### src/rtl/riscv_cpu_pkg.sv
// rtl/riscv_cpu_pkg.sv - shared types for the riscv_cpu load/store path
package riscv_cpu_pkg;

    typedef enum logic [1:0] {
        DT_WORD = 2'b00,
        DT_HALF = 2'b01,
        DT_BYTE = 2'b10
    } data_type_e;

    typedef enum logic {
        LSU_IDLE     = 1'b0,
        LSU_WAIT_GNT = 1'b1
    } lsu_state_e;

    typedef struct packed {
        logic       we;
        data_type_e dtype;
        logic       sign;
        logic [1:0] off;
    } lsu_pending_t;

    function automatic logic [3:0] lsu_be(input logic [1:0] dtype, input logic [1:0] off);
        case (dtype)
            2'b10:   return 4'b0001 << off;
            2'b01:   return 4'b0011 << off;
            default: return 4'b1111;
        endcase
    endfunction

endpackage

### src/rtl/lsu_resp_fifo.sv
// rtl/lsu_resp_fifo.sv - in-order pending-response FIFO with same-cycle push/pop
module lsu_resp_fifo #(
    parameter int  DEPTH = 2,
    parameter type T     = logic,
    localparam int CW    = $clog2(DEPTH + 1)
) (
    input  logic          clk_i,
    input  logic          rst_ni,
    input  logic          push_i,
    input  T              push_data_i,
    input  logic          pop_i,
    output T              pop_data_o,
    output logic [CW-1:0] count_o,
    output logic          full_o,
    output logic          empty_o
);
    localparam int PW = (DEPTH > 1) ? $clog2(DEPTH) : 1;

    T              mem [DEPTH];
    logic [PW-1:0] wr_ptr;
    logic [PW-1:0] rd_ptr;
    logic          do_push;
    logic          do_pop;

    assign full_o     = (count_o == CW'(DEPTH));
    assign empty_o    = (count_o == '0);
    assign do_pop     = pop_i && !empty_o;
    assign do_push    = push_i && (!full_o || do_pop);
    assign pop_data_o = mem[rd_ptr];

    function automatic logic [PW-1:0] ptr_next(input logic [PW-1:0] p);
        return (p == PW'(DEPTH - 1)) ? '0 : p + PW'(1);
    endfunction

    always_ff @(posedge clk_i or negedge rst_ni) begin
        if (!rst_ni) begin
            wr_ptr  <= '0;
            rd_ptr  <= '0;
            count_o <= '0;
        end else begin
            if (do_push) wr_ptr <= ptr_next(wr_ptr);
            if (do_pop)  rd_ptr <= ptr_next(rd_ptr);
            case ({do_push, do_pop})
                2'b10:   count_o <= count_o + CW'(1);
                2'b01:   count_o <= count_o - CW'(1);
                default: count_o <= count_o;
            endcase
        end
    end

    always_ff @(posedge clk_i) begin
        if (do_push) mem[wr_ptr] <= push_data_i;
    end

endmodule

### src/rtl/load_store_unit.sv
// rtl/load_store_unit.sv - MEM-stage LSU: request FSM, byte lanes, load extension
module load_store_unit
    import riscv_cpu_pkg::*;
#(
    parameter int DATA_WIDTH      = 32,
    parameter int MAX_OUTSTANDING = 2
) (
    input  logic                    clk_i,
    input  logic                    rst_ni,
    output logic                    data_req_o,
    input  logic                    data_gnt_i,
    input  logic                    data_rvalid_i,
    output logic [DATA_WIDTH-1:0]   data_addr_o,
    output logic                    data_we_o,
    output logic [DATA_WIDTH/8-1:0] data_be_o,
    output logic [DATA_WIDTH-1:0]   data_wdata_o,
    input  logic [DATA_WIDTH-1:0]   data_rdata_i,
    input  logic                    data_req_mem_i,
    input  logic                    data_we_mem_i,
    input  logic [1:0]              data_type_mem_i,
    input  logic                    data_sign_ext_mem_i,
    input  logic [DATA_WIDTH-1:0]   data_wdata_mem_i,
    input  logic [DATA_WIDTH-1:0]   operand_a_mem_i,
    input  logic [DATA_WIDTH-1:0]   operand_b_mem_i,
    output logic [DATA_WIDTH-1:0]   data_rdata_mem_o,
    output logic                    data_rvalid_mem_o,
    output logic                    lsu_busy_o,
    output logic                    misaligned_o
);
    localparam int CW = $clog2(MAX_OUTSTANDING + 1);

    lsu_state_e                state;
    logic [DATA_WIDTH-1:0]     ea;
    logic [1:0]                off;
    logic                      mis_access;
    lsu_pending_t              cur_info;
    lsu_pending_t              lat_info;
    lsu_pending_t              push_info;
    lsu_pending_t              head;
    logic [DATA_WIDTH-1:0]     lat_addr;
    logic [DATA_WIDTH/8-1:0]   lat_be;
    logic [DATA_WIDTH-1:0]     lat_wdata;
    logic                      req_int;
    logic                      busy_int;
    logic                      mis_int;
    logic                      push;
    logic                      pop;
    logic [CW-1:0]             fifo_count;
    logic                      fifo_full;
    logic                      fifo_empty;
    logic [DATA_WIDTH-1:0]     shifted;
    logic [DATA_WIDTH-1:0]     ext;

    assign ea  = operand_a_mem_i + operand_b_mem_i;
    assign off = ea[1:0];

    always_comb begin
        case (data_type_mem_i)
            2'b00:   mis_access = (off != 2'b00);
            2'b01:   mis_access = off[0];
            2'b10:   mis_access = 1'b0;
            default: mis_access = 1'b1;
        endcase
    end

    assign cur_info = '{we: data_we_mem_i, dtype: data_type_e'(data_type_mem_i),
                        sign: data_sign_ext_mem_i, off: off};

    // WAIT_GNT replays the latched request so the bus sees stable address/data until granted.
    always_comb begin
        req_int      = 1'b0;
        busy_int     = 1'b0;
        mis_int      = 1'b0;
        data_addr_o  = {ea[DATA_WIDTH-1:2], 2'b00};
        data_we_o    = data_we_mem_i;
        data_be_o    = lsu_be(data_type_mem_i, off);
        data_wdata_o = data_wdata_mem_i << {off, 3'b000};
        push_info    = cur_info;
        if (state == LSU_WAIT_GNT) begin
            req_int      = 1'b1;
            busy_int     = !data_gnt_i;
            data_addr_o  = lat_addr;
            data_we_o    = lat_info.we;
            data_be_o    = lat_be;
            data_wdata_o = lat_wdata;
            push_info    = lat_info;
        end else if (data_req_mem_i) begin
            if (mis_access) begin
                mis_int = 1'b1;
            end else begin
                req_int  = (fifo_count < CW'(MAX_OUTSTANDING));
                busy_int = fifo_full || !data_gnt_i;
            end
        end
    end

    assign push = req_int && data_gnt_i;

    always_ff @(posedge clk_i or negedge rst_ni) begin
        if (!rst_ni) begin
            state     <= LSU_IDLE;
            lat_addr  <= '0;
            lat_be    <= '0;
            lat_wdata <= '0;
            lat_info  <= '0;
        end else if (state == LSU_IDLE) begin
            if (req_int && !data_gnt_i) begin
                state     <= LSU_WAIT_GNT;
                lat_addr  <= data_addr_o;
                lat_be    <= data_be_o;
                lat_wdata <= data_wdata_o;
                lat_info  <= cur_info;
            end
        end else if (data_gnt_i) begin
            state <= LSU_IDLE;
        end
    end

    lsu_resp_fifo #(
        .DEPTH (MAX_OUTSTANDING),
        .T     (lsu_pending_t)
    ) u_resp_fifo (
        .clk_i       (clk_i),
        .rst_ni      (rst_ni),
        .push_i      (push),
        .push_data_i (push_info),
        .pop_i       (data_rvalid_i),
        .pop_data_o  (head),
        .count_o     (fifo_count),
        .full_o      (fifo_full),
        .empty_o     (fifo_empty)
    );

    // A response with nothing pending is dropped rather than popping garbage.
    assign pop     = data_rvalid_i && !fifo_empty;
    assign shifted = data_rdata_i >> {head.off, 3'b000};

    always_comb begin
        case (head.dtype)
            DT_BYTE: ext = {{(DATA_WIDTH-8){head.sign & shifted[7]}}, shifted[7:0]};
            DT_HALF: ext = {{(DATA_WIDTH-16){head.sign & shifted[15]}}, shifted[15:0]};
            default: ext = shifted;
        endcase
    end

    assign data_rvalid_mem_o = pop && !head.we;
    assign data_rdata_mem_o  = data_rvalid_mem_o ? ext : '0;
    assign data_req_o        = req_int && rst_ni;
    assign lsu_busy_o        = busy_int && rst_ni;
    assign misaligned_o      = mis_int && rst_ni;

endmodule

### config.mk
export PLATFORM = sky130hd
export DESIGN_NAME = load_store_unit
export DESIGN_NICKNAME = d
export VERILOG_FILES = /design/src/rtl/riscv_cpu_pkg.sv /design/src/rtl/lsu_resp_fifo.sv /design/src/rtl/load_store_unit.sv
export SDC_FILE = /design/constraint.sdc
export NUM_CORES = 1
export LEC_CHECK = 0
export ABC_AREA = 1
export CORE_MARGIN = 8
export CORE_UTILIZATION = 52
export DETAILED_ROUTE_END_ITERATION = 12
export PLACE_DENSITY_LB_ADDON = 0.15
export SLEW_MARGIN = 40
export SYNTH_ARGS = -nofsm -noshare
export SYNTH_HDL_FRONTEND = slang
export SYNTH_SLANG_ARGS = --single-unit
### constraint.sdc
create_clock -name clk_i -period 11.63 [get_ports clk_i]
set_input_delay 3.489 -clock clk_i [delete_from_list [all_inputs] [get_ports clk_i]]
set_output_delay 3.489 -clock clk_i [all_outputs]
set_load 0.01 [all_outputs]
== Word-level counts from Yosys, hierarchy flattened ==
Memory sizes are Yosys's and may differ from the RTL's.
Index checks and enable logic that the tools add are counted.
Cells by class
  add/subtract/negate cells: 5
  order comparisons: 1
  equal/unequal tests: 7
  shifts and indexed selects: 4
  multiplexer cells: 26
  bitwise gates (word level): 3
  reductions and logical operators: 19
Operator list (number)
  32-bit 2-to-1 mux: 3
  32-bit case mux with 2 select lines: 1
  32-bit adder: 1
  32-bit by 5-bit << shifter with 32-bit output: 1
  32-bit by 5-bit >> shifter with 32-bit output: 1
  1-bit 2-to-1 mux: 17
  2-bit equality test, second input constant: 4
  1-bit logical AND: 8
  4-bit case mux with 2 select lines: 1
  2-bit by 1-bit equality test with 1-bit output, second input constant: 3
  6-bit 2-to-1 mux: 1
  1-bit zero test: 4
  2-bit zero test: 2
  4-bit 2-to-1 mux: 1
  2-bit case mux with 2 select lines: 1
  2-bit nonzero test: 2
  1-bit by 2-bit << shifter with 4-bit output, first input constant: 1
  2-bit by 2-bit << shifter with 4-bit output, first input constant: 1
  1-bit case mux with 3 select lines: 1
  1-bit adder, second input constant: 2
  2-bit by 1-bit adder with 2-bit output, second input constant: 1
  1-bit AND: 2
  1-bit logical OR: 2
  2-bit < comparator, second input constant: 1
  other kinds (3): 3
Word-level totals
  register bits: 79
  memory bits (writable): 12
  input bits: 137
  output and inout bits: 105
  logic and storage cells: 77
  memories kept: 1
Memory list
  u_resp_fifo.mem: depth 2, width 6, rd ports 1, clocked after Yosys merged registers in 0, wr ports 1, line lsu_resp_fifo.sv:19  | T mem [DEPTH];

== Depth between registers and ports, before layout ==
Gate-level depths: netlist (run 1).
  depth in word-level cells: 10
  mapped depth: 15
  mapped depth without buffers: 14

== By module ==
Synthesis (run 1) repeated with hierarchy kept, for this count alone.
Second synthesis, totals
  cell total of the unflattened synthesis: 1306
  area, all modules: 7960.1 µm²
By module, submodules not included
  load_store_unit: times used 1, cells each 1246, area each 7282.0 µm², seq. area each 1876.8 µm²
  lsu_resp_fifo: times used 1, cells each 60, area each 678.2 µm², seq. area each 460.4 µm²

== Least setup slack after synthesis (run 1) ==
OpenSTA, ideal clock, no wires.
  path kind: input to output
  from: input operand_a_mem_i[0]
  to: output data_be_o[3]
  data arrival time: 5.197 ns
  required time: 8.141 ns
  slack: 2.944 ns
  cell stages on the path: 6
  path buffers: 0
  cell sequence: ha_1 > fa_1 > inv_1 > nor2_2 > clkinv_1 > o21ai_0
Between the ends
  word-level cells in the longest chain between the ends: 4
  elaborated cells between the ends (all ways): 5
  classes of those cells: add/sub: 1; shift: 2; mux: 2
RTL lines
  from (decl): line load_store_unit.sv:23  | input logic [DATA_WIDTH-1:0] operand_a_mem_i,
  32-bit adder (*): line load_store_unit.sv:54  | assign ea = operand_a_mem_i + operand_b_mem_i;
  named net ea[1]: line load_store_unit.sv:33  | logic [DATA_WIDTH-1:0] ea;
  2-bit by 2-bit << shifter with 4-bit output / 1-bit by 2-bit << shifter with 4-bit output (equally long branches): line riscv_cpu_pkg.sv:25, riscv_cpu_pkg.sv:24
  4-bit case mux with 2 select lines (*): line riscv_cpu_pkg.sv:23  | case (dtype)
  4-bit 2-to-1 mux (*): line load_store_unit.sv:79  | if (state == LSU_WAIT_GNT) begin
  to (decl): line load_store_unit.sv:15  | output logic [DATA_WIDTH/8-1:0] data_be_o,
Mark *: on every way through the listed nets, which the timed path passes. The rest lies on a longest branch.

== Final worst setup path (run 1) ==
Same ends and word-level chain as after synthesis.

==> reports/qor.csv, run 1 <==
metric,value,unit
core,0.0146,mm²
synth.distinct_cells,45,
ctsHoldBuffers,0,
grt_pass1_vias,8512,
hp-class,register to register,
min_period,10.04,ns
met3_usage,8.60,%
clock_path_buffers,2,
cts_resized,0,
drc,0,
crit_fanout,9,
htree_levels,3,
drt-wirelength-per-cell,16.1,µm
ys_seq_elements,91,
synthCells,1249,
synth_warnings,0,
vias_per_cell,5.37,
cts_num_sinks,91,
drtPass1Iterations,6,
root_buffer,clkbuf_16,
path_clk_slew,0.07,ns
setup_tns,0,ns
drive_gt1_share,3.49,%
dpl.hpwl,20.7,mm
synth_top_area_share,25.4,%
max_clock_freq,99.6,MHz
rows,44,
synth_edf_count,12,
initial_core_util,53.4,%
status,"finished, final reports clean",
synthesis.area,0.00778,mm²
async_reset_ff_share,86.8,%
nets,1630,
postLayoutCoreUtil,72.1,%
slew-limit-headroom,45.5,%
vdd_ir_drop_max,0.000116,V
setup_viol,0,
place_area,0.0102,mm²
cts_buffers,9,
finalHoldViolCount,0,
die_w,138,µm
criticalPathCategory,input port to output port,
final_common_cell,nand2_1,
io_pins,242,
worstSetupStartpointType,input port,
grt_overflow,0,
grt_max_degree,80,
cts_tree,yes,
mostFrequentLayoutCells,"nand2_1 (423), clkdlybuf4s50_1 (240), inv_1 (155)",
dieArea,0.0191,mm²
syn_to_final_growth,35.1,%
grt-busiest-layer,met2,
grt_pass1_wl,43.1,mm
stdcell_area,0.0105,mm²
final.period_utilization,86.3,%
end_kind,output port,
die_y,138,µm
synth-seq-area-share,30.0,%
worstMarginPinSlew,0.817,ns
final-max-slew-violation-count,0,
avgSynthCellArea,6.23,µm²
gp_congestion,0.949,
yosys.area.top_type,dfrtp_1,
cts_setup_buffers,0,
rsz0062_at_grt,false,
met1_usage,35.0,%
clock_latency,0.35,ns
num_vias,8840,
p_leak,0.00505,µW
synth_nets,1423,
arrival,6.55,ns
synthTopCellsByArea,"dfrtp_1 (25%), nand2_1 (20%), inv_1 (7.5%), o21ai_0 (7.3%), ha_1 (5.8%)",
power-per-cell-area,170,mW/mm²
n_antenna_cell,0,
port_buffers,241,
cp.required,8.14,ns
antenna_found_initial,1,
wirelength,26.6,mm
gr-usage-all-layers,27.0,%
synthFlopType,dfrtp_1,
met2_usage,42.8,%
drtIter0Drc,727,
cap_violations,0,
fin_skew,0.00939,ns
ant_nets,0,
==> cell usage after synthesis, types with 10 or more instances <==
library cell and count:
a21oi_1 53, nor2_1 116, inv_1 156, a31oi_1 12, ha_1 36, nand3_1 73, dfrtp_1 79, o21ai_0 114
edfxtp_1 12, or2_2 10, nand2_1 423, buf_2 14, o22ai_1 15, clkbuf_1 30, o21ai_1 17
==> layout make-up <==
class | instances | area [µm²]
inverters | 162 | 613
clock inverters | 7 | 65.1
repair buffers | 248 | 2460
flip-flops and latches | 91 | 2340
fillers | 1276 | 4070
clock buffers | 9 | 225
multi-input cells | 944 | 4580
well taps | 184 | 230
==> worst paths after layout <==
| kind | startpoint | end | slack [ns] | cells after the start |
|---|---|---|---|---|
| setup / recovery | operand_a_mem_i[0] | data_be_o[3] | 1.59 | 8 |
| hold / removal | lat_wdata[24] | lat_wdata[24] | 0.48 | 2 |
| setup reg to reg | state | u_resp_fifo.mem[1][4] | 8.79 | 6 |
| hold reg to reg | lat_wdata[24] | lat_wdata[24] | 0.48 | 2 |
| max in group asynchronous | rst_ni | lat_addr[11] | 7.50 | 2 |
| min in group asynchronous | rst_ni | lat_addr[15] | 3.15 | 1 |
==> where the power goes <==
part	internal, µW	switching [µW]
clock network	151	144
registers	453	62.1
logic	408	566
total	1010	772
==> layer usage <==
metal / share of wire, % / routed length, µm / vias to the layer above
met5: 0.045 / 12 / -
met4: 1.9 / 502 / 2
met3: 11 / 2910 / 38
met2: 45 / 11800 / 401
met1: 43 / 11300 / 3974
li1: - / - / 4425
==> worst max-delay path, cell delays in order <==
cell	delay, ns
clkdlybuf4s50_1	0.41
ha_1	0.26
fa_1	0.65
inv_1	0.11
nor2_2	0.30
clkinv_1	0.37
o21ai_0	0.36
clkdlybuf4s50_1	0.60
==> stage by stage <==
step           power (µW)  std cells  hold WS [ns]  setup WS [ns]
6_report             1780       1645         0.478           1.59
5_1_grt              1930       1645         0.500           1.39
4_1_cts              1790       1645         0.481           1.61
3_5_place_dp         1490       1629         0.460           1.63
3_3_place_gp         1470       1629         0.450           1.72
2_1_floorplan        1100       1249         0.437           2.94
==> state kept, by name (all words and copies together) (netlist names) <==
register,cells
u_resp_fifo.wr_ptr,1
state,1
u_resp_fifo.rd_ptr,1
lat_addr,32
lat_info,6
u_resp_fifo.mem,12
lat_wdata,32
u_resp_fifo.count_o,2
lat_be,4
==> cells by family (layout without fill, tap and decap cells) <==
logic type                 count (synthesis)  after routing  synth area share, %
and+or+nand+nor                          658            658                 34.7
AOI/OAI and AO/OA                        235            235                 16.5
buffers and inverters                    214            426                 11.1
DFF                                       91             91                 30.0
adders and majority gates                 37             37                 6.04
xor gates and xnor gates                  13             13                 1.46
muxes                                      1              1                0.129
Power figures use the tool's default switching activity.
==> inputs of run 2 (changes only) <==
--- a/config.mk
+++ b/config.mk
@@ -5,9 +5,8 @@
 export SDC_FILE = /design/constraint.sdc
 export NUM_CORES = 1
 export LEC_CHECK = 0
-export ABC_AREA = 1
 export CORE_MARGIN = 8
-export CORE_UTILIZATION = 52
+export CORE_UTILIZATION = 51
 export DETAILED_ROUTE_END_ITERATION = 12
 export PLACE_DENSITY_LB_ADDON = 0.15
 export SLEW_MARGIN = 40
==> run 2 against run 1 <==
Synthesized area fell by 6.9%. Clock power fell by 3%. Highest routed layer is now met4. Critical path depth rose by 4. Cell area fell by 5.3%. Sequential cell count did not move. First-iteration DRC count fell by 35%. Via count fell by 20%.
==> reports/qor.csv, run 2 <==
metric,value,unit,change
status,"finished, final reports clean",,
worstSetupStartpointType,input port,,
yosys.area.top_type,dfrtp_1,,
cp.required,8.14,ns,about the same
max_clock_freq,97.9,MHz,-1.7%
root_buffer,clkbuf_16,,
setup_tns,0,ns,unchanged
synth-seq-area-share,32.3,%,+2.2 points
dpl.hpwl,16.6,mm,-20%
die_y,135,µm,-2.3%
worstMarginPinSlew,0.788,ns,-0.0290 ns
crit_fanout,3,,-6
synth.distinct_cells,60,,+33%
drtIter0Drc,471,,-35%
grt_pass1_wl,35.1,mm,-19%
p_leak,0.00422,µW,-17%
num_vias,7112,,-20%
synthSimpleGateAreaFrac,18.5,%,-16 points
drtPass1Iterations,5,,-1
cts_tree,yes,,
nets,1269,,-22%
grt_pass1_vias,7028,,-17%
power-per-cell-area,148,mW/mm²,-13%
reg2reg_from,state,,
ff2ff_setup_slack,8.70,ns,-0.09 ns
synth_top_area_share,27.3,%,+1.9 points
die_w,135,µm,-2.3%
min_period,10.21,ns,+0.172 ns
r2r-end,lat_addr[31],,
cap_violations,0,,unchanged
drive_gt1_share,8.45,%,+5.0 points
drt-wirelength-per-cell,17.0,µm,+5.6%
top_regs,"lat_addr x32, lat_wdata x32, u_resp_fifo.mem x12",,
grt_max_degree,104,,+30%
slew-limit-headroom,47.4,%,+1.9 points
hold_depth,2,,unchanged
port_buffers,241,,unchanged
finalHoldViolCount,0,,unchanged
wirelength,21.8,mm,-18%
synth_warnings,0,,unchanged
fin_ws,1.42,ns,-0.172 ns
io_pins,242,,unchanged
clock_latency,0.35,ns,about the same
criticalPathCategory,input port to output port,,
gr-usage-all-layers,23.6,%,-3.5 points
final_common_cell,clkdlybuf4s50_1,,
synth-adder-area-share,6.49,%,+0.45 points
syn_to_final_growth,37.5,%,
synthXorXnorAreaFrac,3.75,%,+2.3 points
avgSynthCellArea,8.08,µm²,+30%
mostFrequentLayoutCells,"clkdlybuf4s50_1 (240), nand2_1 (202), o21ai_0 (106)",,
ctsHoldBuffers,0,,unchanged
htree_levels,3,,unchanged
synth_compound_area_share,21.6,%,+5.0 points
ant_nets,0,,unchanged
gp_congestion,0.896,,-5.6%
vias_per_cell,5.56,,+3.4%
synthCells,897,,-28%
n_antenna_cell,0,,unchanged
cts_setup_buffers,0,,unchanged
yosys-top-cells-count,"nand2_1 (203), o21ai_0 (106), dfrtp_1 (79)",,
dp_slack,1.41,ns,-0.221 ns
synthTopCellsByArea,"dfrtp_1 (27%), nand2_1 (11%), mux2_2 (7.9%), o21ai_0 (7.3%), ha_1 (6.2%)",,
final-max-slew-violation-count,0,,unchanged
antenna_found_initial,0,,-1
end_kind,output port,,
worst_hold_path.endpoint,lat_wdata[3],,
setup_viol,0,,unchanged
hp-class,register to register,,
synthFlopType,dfrtp_1,,
synth_edf_count,12,,unchanged
initial_core_util,52.2,%,-1.2 points
dieArea,0.0183,mm²,-4.5%
synth_nets,1071,,-25%
synth.most_common_cell,nand2_1,,
synth_top_family_by_area,compound AO/OA/AOI/OAI gates,,
path_clk_slew,0.07,ns,about the same
clock_path_buffers,2,,unchanged
min_from,lat_wdata[3],,
vdd_ir_drop_max,0.0000766,V,-34%
cts_buffers,9,,unchanged
rsz0062_at_grt,false,,
fin_skew,0.00842,ns,-0.000967 ns
n_fill_cell,1183,,-7.3%
ys_seq_elements,91,,unchanged
async_reset_ff_share,86.8,%,unchanged
synthesis.area,0.00725,mm²,-6.9%
core,0.0139,mm²,-4.9%
cts_num_sinks,91,,unchanged
grt_overflow,0,,unchanged
rows,43,,-2.3%
final.period_utilization,87.8,%,+1.5 points
yosys-mux-area-fraction,12.4,%,+12 points
drc,0,,unchanged
cts_resized,0,,unchanged
reg2reg_depth,5,,-1
arrival,6.72,ns,+0.17 ns
## run 2: changes by cell type after synthesis, moves of 30 or more
cell     before  now
nand3_1      73    6
mux2_2        0   51
nand2_1     423  203
inv_1       156   17
mux2i_1       1   31
nor2_1      116   48
## run 2: worst max-delay path, cell delays in order
cell and delay, ns:
clkdlybuf4s50_1 0.42, ha_1 0.25, fa_1 0.43, a211oi_1 0.37, o21ai_2 0.15, nand3_1 0.10, nand3_1 0.13, a21oi_1 0.35
o21ai_0 0.18, xnor2_1 0.16, o21ai_0 0.15, clkdlybuf4s50_1 0.56
## run 2: worst max-delay path by stage
stage,to,startpoint,depth (start not counted),slack (ns)
floorplan,data_addr_o[26],operand_a_mem_i[0],10,2.57
global placement,data_addr_o[26],operand_a_mem_i[0],12,1.39
detailed placement,data_addr_o[26],operand_a_mem_i[0],12,1.41
CTS,data_addr_o[26],operand_a_mem_i[0],12,1.39
global route,data_addr_o[26],operand_a_mem_i[0],12,1.23
finish,data_addr_o[26],operand_a_mem_i[0],12,1.42
## run 2: layout make-up
class,instances,area (µm²),share of cell area (%)
Clock buffer,9,225,2.26
Clock inverter,7,58.8,0.590
Inverter,17,63.8,0.640
Multi-Input combinational cell,728,4570,45.8
Sequential cell,91,2340,23.5
Tap cell,180,225,2.26
Timing Repair Buffer,248,2480,24.9
## run 2: where the power goes
part / total (µW) / leakage [µW] / internal, µW / switching, µW
Combinational: 707 / 0.00298 / 349 / 358
Clock: 285 / 0.000135 / 148 / 136
Sequential: 485 / 0.00110 / 425 / 60.4
## run 2: cell families (layout without fill, tap and decap cells)
kind of cell | count (synthesis) | count (layout)
compound gates | 264 | 264
xor+xnor | 31 | 31
fa+ha+maj | 37 | 37
buf+inv | 78 | 281
flops | 91 | 91
mux | 83 | 83
simple gates | 313 | 313
## run 2: stage by stage
step	total power, µW	instance area, µm²	util [%]	hold slack [ns]	instances
3_5_place_dp	1200	9670	69.7	0.464	1264
4_1_cts	1480	9960	71.7	0.484	1280
2_1_floorplan	901	7250	-	0.445	897
6_report	1480	9960	71.8	0.480	1280
5_1_grt	1580	9960	71.8	0.502	1280
3_3_place_gp	1170	9630	69.4	0.462	1262
## run 2: routing by layer
metal,vias up,global-route usage (%),part of all wire [%]
li1,3551,-,-
met1,3277,28.7,41
met2,238,39.9,49
met3,46,4.53,5.7
met4,0,9.93,3.6
met5,-,0,0
==> inputs of run 3 (changes only) <==
--- a/config.mk
+++ b/config.mk
@@ -5,10 +5,12 @@
 export SDC_FILE = /design/constraint.sdc
 export NUM_CORES = 1
 export LEC_CHECK = 0
+export CAP_MARGIN = 10
 export CORE_MARGIN = 8
 export CORE_UTILIZATION = 51
 export DETAILED_ROUTE_END_ITERATION = 12
 export PLACE_DENSITY_LB_ADDON = 0.15
+export RECOVER_POWER = 100
 export SLEW_MARGIN = 40
 export SYNTH_ARGS = -nofsm -noshare
 export SYNTH_HDL_FRONTEND = slang
==> run 3 against run 2 <==
The flow now finishes with violations (max-capacitance violations, max-slew violations). Fmax decreased by 2.0%. Cell area decreased by 0.33%. Total power decreased by 1.9%. Non-clock buffer count unchanged. Cell count is essentially flat. Via count up 0.15%. Sequential power about the same. Die area did not move.
==> reports/qor.csv, run 3 (synthesized netlist as in run 2, its figures left out) <==
metric,value,unit,change
status,"finished, violations left",,
violations,"max-capacitance violations, max-slew violations",,
drive_gt1_share,7.36,%,-1.1 points
root_buffer,clkbuf_16,,
total_power,1450,µW,-1.9%
initial_core_util,52.2,%,unchanged
worstSetupStartpointType,input port,,
drtIter0Drc,464,,-1.5%
drc,0,,unchanged
power-per-cell-area,146,mW/mm²,-1.6%
rsz0062_at_grt,false,,
antenna_found_initial,1,,+1
grt_pass1_vias,7028,,unchanged
dp_cells,1264,,unchanged
vias_per_cell,5.56,,about the same
cp_top_family,buffers and inverters,,
grt_max_degree,104,,unchanged
syn_to_final_growth,37.0,%,
criticalPathCategory,input port to output port,,
ctsHoldBuffers,0,,unchanged
slew-limit-headroom,-185,%,-230 points
num_vias,7123,,+0.15%
p_leak,0.00438,µW,+4.0%
slowest_stage,dlygate4sd3_1,,
cap_violations,3,,+3
cts_tree,yes,,
crit_path_end,data_addr_o[26],,
io_pins,242,,unchanged
postLayoutCoreUtil,71.5,%,-0.23 points
core,0.0139,mm²,unchanged
final-max-slew-violation-count,186,,+186
gp_congestion,0.896,,unchanged
clock_latency,0.35,ns,about the same
setup_tns,0,ns,unchanged
port_buffers,241,,unchanged
reg2reg_from,state,,
min_period,10.42,ns,+0.209 ns
path_clk_slew,0.07,ns,about the same
grt_pass1_wl,35.1,mm,unchanged
setup_viol,0,,unchanged
ff2ff_setup_slack,3.84,ns,-4.86 ns
dpl.hpwl,16.6,mm,unchanged
top_regs,"lat_addr x32, lat_wdata x32, u_resp_fifo.mem x12",,
worstMarginPinSlew,4.28,ns,+3.49 ns
cts_num_sinks,91,,unchanged
vdd_ir_drop_max,0.0000759,V,-1.0%
hp-class,register to register,,
reg2reg_depth,6,,+1
cts_setup_buffers,0,,unchanged
finalNonFillerCells,1281,,+0.078%
final_common_cell,nand2_1,,
grt_overflow,0,,unchanged
end_kind,output port,,
die_y,135,µm,unchanged
gr-usage-all-layers,23.6,%,unchanged
wirelength,21.8,mm,-0.20%
fin_skew,0.00753,ns,-0.000887 ns
path_depth,12,,unchanged
cp_num_buf_inv,2,,unchanged
nets,1269,,unchanged
cts_buffers,9,,unchanged
dieArea,0.0183,mm²,unchanged
max_clock_freq,96.0,MHz,-2.0%
r2r-end,lat_addr[29],,
crit_start,operand_a_mem_i[0],,
cp_cell_sequence,"dlygate4sd3_1, ha_1, fa_1, a211oi_1, o21ai_2, nand3_1, nand3_1, a21oi_1, o21ai_0, xnor2_1, o21ai_0, dlygate4sd3_1",,
die_w,135,µm,unchanged
mostFrequentLayoutCells,"nand2_1 (203), clkdlybuf4s50_1 (136), o21ai_0 (109)",,
drt-wirelength-per-cell,17.0,µm,-0.28%
slowest_delay,0.66,ns,+0.10 ns
crit_fanout,3,,unchanged
final.period_utilization,89.6,%,+1.8 points
cp.required,8.14,ns,about the same
htree_levels,3,,unchanged
rows,43,,unchanged
cts_resized,0,,unchanged
arrival,6.93,ns,+0.21 ns
ant_nets,0,,unchanged
clock_path_buffers,2,,unchanged
drtPass1Iterations,4,,-1
finalHoldViolCount,0,,unchanged
## run 3: stage by stage
step,instance area (µm²),hold WS (ns),setup WS (ns)
finish,9930,0.480,1.21
global route,9930,0.502,1.02
detailed placement,9670,0.464,1.41
global placement,9630,0.462,1.39
floorplan,7250,0.445,2.57
CTS,9960,0.484,1.39
## run 3: report_power, final
part           leakage [µW]  switching, µW  internal [µW]
clock              0.000135            136            148
sequential          0.00110           60.6            425
combinational       0.00314            353            326
total               0.00438            550            899
## run 3: worst register-to-register path, delay by kind of cell, from the launching register on
kind	cells	cell delay (ns)
AND/OR/NAND/NOR	3	1.03
AO/OA/AOI/OAI	1	0.13
buffers and inverters	2	5.08
flip-flops	1	1.25
## run 3: final cells by class
| cell class | instances | area [µm²] |
|---|---|---|
| Antenna cell | 1 | 2.50 |
| Clock buffer | 9 | 225 |
| Clock inverter | 7 | 58.8 |
| Fill cell | 1187 | 3950 |
| Inverter | 17 | 63.8 |
| Multi-Input combinational cell | 728 | 4550 |
| Sequential cell | 91 | 2340 |
| Tap cell | 180 | 225 |
| Timing Repair Buffer | 248 | 2470 |
## run 3: per-layer routing
layer,vias up,part of all wire [%],track usage (%)
met5,-,0,0
met4,0,3.3,9.93
met3,40,5.2,4.53
met2,219,50,39.9
met1,3314,42,28.7
li1,3550,-,-
## run 3: worst min path at each step
stage	slack [ns]	to	from	cells after the start
after floorplan	0.44	lat_addr[0]	lat_addr[0]	1
after global placement	0.46	lat_addr[1]	lat_addr[1]	1
after detailed placement	0.46	lat_addr[0]	lat_addr[0]	1
after CTS	0.48	lat_addr[0]	lat_addr[0]	1
after global routing	0.50	lat_addr[8]	lat_addr[8]	2
final	0.48	lat_wdata[3]	lat_wdata[3]	2
